`config.mk`:
```
export PLATFORM = sky130hd
export DESIGN_NAME = demux_1to4_buf
export DESIGN_NICKNAME = d
export VERILOG_FILES = /design/src/rtl/demux_1to4_buf.sv
export SDC_FILE = /design/constraint.sdc
export NUM_CORES = 1
export LEC_CHECK = 0
export CORE_MARGIN = 1.5
export CORE_UTILIZATION = 54
export DETAILED_ROUTE_END_ITERATION = 7
export GPL_TIMING_DRIVEN = 0
export PLACE_DENSITY = 0.89
export SLEW_MARGIN = 20
export SYNTH_ARGS = -nofsm -noshare
export SYNTH_HDL_FRONTEND = slang
export SYNTH_SLANG_ARGS = --single-unit
```
`constraint.sdc`:
```
create_clock -name clk -period 2.35 [get_ports clk]
set_input_delay 0.3525 -clock clk [delete_from_list [all_inputs] [get_ports clk]]
set_output_delay 0.3525 -clock clk [all_outputs]
set_load 0.03 [all_outputs]
```
`src/rtl/demux_1to4_buf.sv`:
```
// demux_1to4_buf: steers one input word per cycle into one of four
// independent 2-entry FIFOs, each drained on its own valid/ready pair.
// Optional per-channel accept counters are built when DEMUX_STATS_EN is defined.
module demux_1to4_buf #(
  parameter int unsigned size = 16
) (
  input  logic            clk,
  input  logic            rst_n,
  input  logic [size-1:0] in_data,
  input  logic [1:0]      in_select,
  input  logic            in_valid,
  output logic            in_ready,
  output logic [size-1:0] out0,
  output logic [size-1:0] out1,
  output logic [size-1:0] out2,
  output logic [size-1:0] out3,
  output logic [3:0]      out_valid,
  input  logic [3:0]      out_ready,
  output logic            busy
`ifdef DEMUX_STATS_EN
  ,
  output logic [31:0]     stat_count,
  input  logic            stat_clr
`endif
);

  localparam int unsigned NCH      = 4;
  localparam int unsigned CNT_W    = 2;
  localparam logic [CNT_W-1:0] CNT_EMPTY = CNT_W'(0);
  localparam logic [CNT_W-1:0] CNT_ONE   = CNT_W'(1);
  localparam logic [CNT_W-1:0] CNT_FULL  = CNT_W'(2);

  logic [size-1:0]  r_head  [NCH];
  logic [size-1:0]  r_tail  [NCH];
  logic [CNT_W-1:0] r_count [NCH];

  logic [NCH-1:0]   w_push;
  logic [NCH-1:0]   w_pop;

  // Ready looks only at the selected channel's stored count, never at out_ready.
  always_comb begin
    in_ready = (r_count[in_select] != CNT_FULL);
  end

  // Per-channel push/pop strobes.
  always_comb begin
    w_push = '0;
    w_pop  = '0;
    for (int unsigned n = 0; n < NCH; n++) begin
      w_push[n] = in_valid && in_ready && (in_select == CNT_W'(n));
      w_pop[n]  = (r_count[n] != CNT_EMPTY) && out_ready[n];
    end
  end

  // FIFO state: head/tail/count per channel; full-with-push cannot occur.
  always_ff @(posedge clk or negedge rst_n) begin
    if (!rst_n) begin
      for (int unsigned n = 0; n < NCH; n++) begin
        r_head[n]  <= '0;
        r_tail[n]  <= '0;
        r_count[n] <= CNT_EMPTY;
      end
    end else begin
      for (int unsigned n = 0; n < NCH; n++) begin
        case (r_count[n])
          CNT_EMPTY: begin
            if (w_push[n]) begin
              r_head[n]  <= in_data;
              r_count[n] <= CNT_ONE;
            end
          end
          CNT_ONE: begin
            if (w_push[n] && w_pop[n]) begin
              r_head[n] <= in_data;
            end else if (w_push[n]) begin
              r_tail[n]  <= in_data;
              r_count[n] <= CNT_FULL;
            end else if (w_pop[n]) begin
              r_count[n] <= CNT_EMPTY;
            end
          end
          CNT_FULL: begin
            if (w_pop[n]) begin
              r_head[n]  <= r_tail[n];
              r_count[n] <= CNT_ONE;
            end
          end
          default: begin
            r_count[n] <= r_count[n];
          end
        endcase
      end
    end
  end

  // Heads drive the outputs directly; valid/busy derive from counts only.
  always_comb begin
    out0 = r_head[0];
    out1 = r_head[1];
    out2 = r_head[2];
    out3 = r_head[3];
    out_valid = '0;
    for (int unsigned n = 0; n < NCH; n++) begin
      out_valid[n] = (r_count[n] != CNT_EMPTY);
    end
    busy = |out_valid;
  end

`ifdef DEMUX_STATS_EN
  localparam int unsigned STAT_W = 8;
  localparam logic [STAT_W-1:0] STAT_MAX = STAT_W'(255);

  logic [STAT_W-1:0] r_stat [NCH];

  // Saturating accept counters; clear wins over a same-cycle accept.
  always_ff @(posedge clk or negedge rst_n) begin
    if (!rst_n) begin
      for (int unsigned n = 0; n < NCH; n++) begin
        r_stat[n] <= '0;
      end
    end else begin
      for (int unsigned n = 0; n < NCH; n++) begin
        if (stat_clr) begin
          r_stat[n] <= '0;
        end else if (w_push[n] && (r_stat[n] != STAT_MAX)) begin
          r_stat[n] <= r_stat[n] + STAT_W'(1);
        end
      end
    end
  end

  // Pack channel n into bits [8n+7:8n].
  always_comb begin
    stat_count = {r_stat[3], r_stat[2], r_stat[1], r_stat[0]};
  end
`endif

endmodule

```
==> impl_metrics.prom <==
# TYPE chip_impl_metric gauge
chip_impl_metric{name="groute.usage.overall",unit="%"} 26.98
chip_impl_info{name="commonest_non_fill_non_tap_cell_in_the_layout",value="sky130_fd_sc_hd__dfrtp_1"} 1
chip_impl_metric{name="fraction_of_synthesis_flops_using_an_asynchronous_set_or_reset_pin",unit="%"} 100.0
chip_impl_metric{name="number_of_synthesized_register_bits",unit=""} 136
chip_impl_metric{name="yosys_warnings",unit=""} 0
chip_impl_metric{name="area_delta_synth_final",unit="%"} 28.66
chip_impl_metric{name="crit_fanout",unit=""} 7
chip_impl_metric{name="clock_power_share",unit="%"} 34.5
chip_impl_metric{name="grt_start_max_net_pins",unit=""} 74
chip_impl_metric{name="global_route.overflow_total",unit=""} 0
chip_impl_metric{name="seq_area",unit="sq um"} 3408
chip_impl_metric{name="floorplan_row_count",unit=""} 38
chip_impl_metric{name="synth_enable_flop_cells",unit=""} 0
chip_impl_info{name="hold_path_class",value="in2reg"} 1
chip_impl_info{name="synth_flop_cell",value="sky130_fd_sc_hd__dfrtp_1"} 1
chip_impl_metric{name="postRouteWirelength",unit="um"} 15340
chip_impl_info{name="cts.root.buffer_cell",value="sky130_fd_sc_hd__clkbuf_16"} 1
chip_impl_info{name="grt_setup_unrepaired",value="true"} 1
chip_impl_metric{name="timing.final.crit_period",unit="ns"} 2.324
chip_impl_metric{name="grt_antenna_before_repair",unit=""} 0
chip_impl_metric{name="worst_path_largest_cell_delay",unit="ns"} 0.56
chip_impl_metric{name="worst_ep_arrival_time",unit="ns"} 1.97
chip_impl_info{name="status",value="finished clean"} 1
chip_impl_metric{name="start_util",unit="%"} 55.86
chip_impl_metric{name="final.fill_count",unit=""} 729
chip_impl_info{name="min-delay-start",value="in_select[1]"} 1
chip_impl_metric{name="core-area",unit="sq um"} 10940
chip_impl_metric{name="worst-endpoint-required",unit="ns"} 2.00
chip_impl_metric{name="finalHoldViolations",unit=""} 0
chip_impl_metric{name="final_layout_size_suffix_gt1_share",unit="%"} 25.44
chip_impl_metric{name="multiInputGateArea",unit="sq um"} 2340
chip_impl_metric{name="power_density",unit="nW/um^2"} 989.1
chip_impl_metric{name="timing.max_cap.violations",unit=""} 0
chip_impl_metric{name="power.net_switching",unit="mW"} 2.371
chip_impl_metric{name="chipWidth",unit="um"} 109.4
chip_impl_metric{name="layout_setup_ws",unit="ns"} 0.02551
chip_impl_metric{name="detailedRoute.firstPassIterationCount",unit=""} 5
chip_impl_metric{name="timing.final.setup_violations",unit=""} 0
chip_impl_metric{name="detail_route.vias_per_cell",unit=""} 6.130
chip_impl_metric{name="design.final.nets",unit=""} 633
chip_impl_metric{name="sink_count",unit=""} 136
chip_impl_info{name="cp_launch_point",value="r_count[0]"} 1
chip_impl_metric{name="clk_latency",unit="ns"} 0.42
chip_impl_metric{name="pwr-share-comb",unit="%"} 25.3
chip_impl_metric{name="tritoncts.num_buffers",unit=""} 17
chip_impl_metric{name="syn-instance-count",unit=""} 495
chip_impl_metric{name="placed_cell_area",unit="sq um"} 7237
chip_impl_metric{name="maxSlewViolCount",unit=""} 0
chip_impl_info{name="cts_tree",value="built"} 1
chip_impl_metric{name="detail_route.iter0.violations",unit=""} 313
chip_impl_metric{name="syn-num-nets",unit=""} 520
chip_impl_metric{name="min_period_over_period",unit="%"} 98.91
chip_impl_metric{name="slew_worst_pin",unit="ns"} 0.5806
chip_impl_metric{name="ant_nets",unit=""} 0
chip_impl_metric{name="antenna_cells_inserted",unit=""} 0
chip_impl_metric{name="internal_power",unit="mW"} 5.403
chip_impl_metric{name="path_clk_slew",unit="ns"} 0.06
chip_impl_info{name="timing.critical_path.to_type",value="output port"} 1
chip_impl_metric{name="dr_total_vias",unit=""} 4665
chip_impl_metric{name="fin_area",unit="sq um"} 7859
chip_impl_metric{name="dieHeight",unit="um"} 109.4
chip_impl_metric{name="floorplan.die_area",unit="sq um"} 11960
chip_impl_metric{name="routed_wire_length_per_instance",unit="um"} 20.16
chip_impl_metric{name="netlist_area",unit="sq um"} 6108
chip_impl_metric{name="first_global_vias",unit=""} 4784
chip_impl_info{name="crit_path_top_delay_cell",value="sky130_fd_sc_hd__or4_1"} 1
chip_impl_metric{name="avgSynthCellArea",unit="sq um"} 12.34
chip_impl_metric{name="seq_power_share",unit="%"} 40.3
chip_impl_info{name="timing.critical_path.cells",value="or2_2 > or4_1 > buf_2"} 1
chip_impl_metric{name="io_pins",unit=""} 95
chip_impl_metric{name="ctsLongestPathBuffers",unit=""} 2
chip_impl_metric{name="grt_pass1_wl",unit="um"} 24010
chip_impl_metric{name="fmaxAchievable",unit="MHz"} 430.2
chip_impl_info{name="criticalPathCategory",value="reg2out"} 1
chip_impl_metric{name="ys_types",unit=""} 36
chip_impl_info{name="critical_path.startpoint_type",value="register"} 1
chip_impl_metric{name="post-place-ws",unit="ns"} -0.5090
chip_impl_info{name="crit-reg2reg-launch",value="r_count[4]"} 1
chip_impl_metric{name="irDropWorstVdd",unit="mV"} 0.5052
chip_impl_metric{name="detailedPlacementHpwl",unit="um"} 10360
chip_impl_metric{name="final_gp_congestion",unit=""} 0.9404
chip_impl_metric{name="worst_clock_skew",unit="ns"} 0.006649
chip_impl_metric{name="numPortBuffers",unit=""} 92
chip_impl_metric{name="power_switching_share",unit="%"} 30.50
chip_impl_metric{name="static-leakage-power",unit="nW"} 3.670
chip_impl_metric{name="relSlewSlack",unit="%"} 61.29
chip_impl_metric{name="layout.core_utilization",unit="%"} 71.87
chip_impl_metric{name="drcViolationCount",unit=""} 0
chip_impl_info{name="most_used_cells_in_the_layout_excluding_fill_and_tap_cells",value="sky130_fd_sc_hd__dfrtp_1 (132), sky130_fd_sc_hd__clkdlybuf4s50_1 (89), sky130_fd_sc_hd__mux2_2 (88)"} 1
chip_impl_metric{name="cts_htree_levels",unit=""} 4
chip_impl_metric{name="synth.yosys.seq_area_share",unit="%"} 55.71
-- power by group through the flow --
stage | logic [mW] | clock network [mW] | registers (mW)
after floorplan | 0.612 | 0 | 3.61
after global placement | 1.90 | 0 | 3.12
after detailed placement | 1.97 | 0 | 3.15
after CTS | 1.97 | 2.69 | 3.12
after global routing | 2.09 | 2.80 | 3.17
final | 1.97 | 2.68 | 3.13
-- layer usage --
layer,track usage (%),routed length (um),up-vias
li1,-,-,2052
met1,33.81,6179,2338
met2,44.41,7733,232
met3,6.343,936,43
met4,12.52,491,0
met5,0,0,-
-- metrics by stage --
stage	power, mW	setup TNS [ns]	hold slack [ns]	std cells
after floorplan	4.225	0	0.05691	495
after global placement	5.025	-551.72	0.4812	727
after detailed placement	5.113	-10.71	0.3503	728
after CTS	7.790	0	0.4462	758
after global routing	8.058	-0.008001	0.4794	761
final	7.773	0	0.4630	761
-- sequential cells by signal (all words and copies together) (netlist names) --
register and count:
out0 16, out1 16, r_tail 64, out2 16, r_count 8, out3 16
-- logic make-up (layout without fill, tap and decap cells) --
logic type / count (synthesis) / count (layout) / share of synthesized area [%]
multiplexers: 101 / 101 / 19.09
AND/OR/NAND/NOR: 73 / 73 / 7.026
AO/OA/AOI/OAI: 96 / 96 / 12.19
flip-flops: 136 / 136 / 55.71
buffers and inverters: 89 / 215 / 5.981
-- Yosys cell counts, types with 2 or more instances --
cell                        number  share of area (%)
sky130_fd_sc_hd__dfrtp_1       136                 56
sky130_fd_sc_hd__mux2_2         88                 16
sky130_fd_sc_hd__inv_1          52                3.2
sky130_fd_sc_hd__a31oi_1        32                3.3
sky130_fd_sc_hd__o32ai_1        32                4.6
sky130_fd_sc_hd__clkbuf_1       24                1.5
sky130_fd_sc_hd__a311oi_1       16                2.3
sky130_fd_sc_hd__nor2_1         15               0.92
sky130_fd_sc_hd__nor4_1         15                1.5
sky130_fd_sc_hd__nand2_1        10               0.61
sky130_fd_sc_hd__mux2_4          9                2.2
sky130_fd_sc_hd__nand3b_1        8               0.98
sky130_fd_sc_hd__buf_2           7               0.57
sky130_fd_sc_hd__nor2b_1         7               0.72
sky130_fd_sc_hd__o21ai_0         6               0.49
sky130_fd_sc_hd__mux2i_1         4               0.66
sky130_fd_sc_hd__o22a_1          4               0.57
sky130_fd_sc_hd__or2_2           4               0.41
sky130_fd_sc_hd__a21o_1          3               0.37
sky130_fd_sc_hd__buf_1           2               0.12
sky130_fd_sc_hd__buf_4           2               0.25
sky130_fd_sc_hd__buf_6           2               0.37
sky130_fd_sc_hd__nand3_1         2               0.16
sky130_fd_sc_hd__nand4bb_1       2               0.37
sky130_fd_sc_hd__or3b_1          2               0.29
-- path summary, 6_finish.rpt --
kind                         endpoint  slack (ns)  cells after the start
max reg2reg                r_tail[39]        0.27                      5
max                              busy        0.03                      3
min                        r_count[2]        0.46                      4
min in group asynchronous  r_tail[24]        0.48                      2
min reg2reg                r_tail[52]        0.50                      1
max in group asynchronous  r_count[1]        1.15                      3
-- critical path, delay by kind of cell (launching register included) --
family,cells,cell delay (ns)
buffers and inverters,1,0.20
DFF,1,0.44
and+or+nand+nor,2,0.90
-- area by class of cell --
cell class              count  share of cell area, %
flip-flops and latches    136                  43.37
plain buffers              34                  2.070
inverters                  52                  2.484
clock inverters            10                  1.497
well taps                 140                  2.229
multi-input cells         270                  29.77
clock buffers              22                  6.161
repair buffers             97                  12.42
-- what timing repair did --
item | CTS | global route
hold buffers | 1 | 0
setup buffers | 0 | 3
resized for setup | 12 | 5
endpoints found under the hold margin | 72 | 0
setup endpoints to repair | 12 | 2
cloned | 0 | 0
No activity file was read; power rests on OpenSTA's default activity.
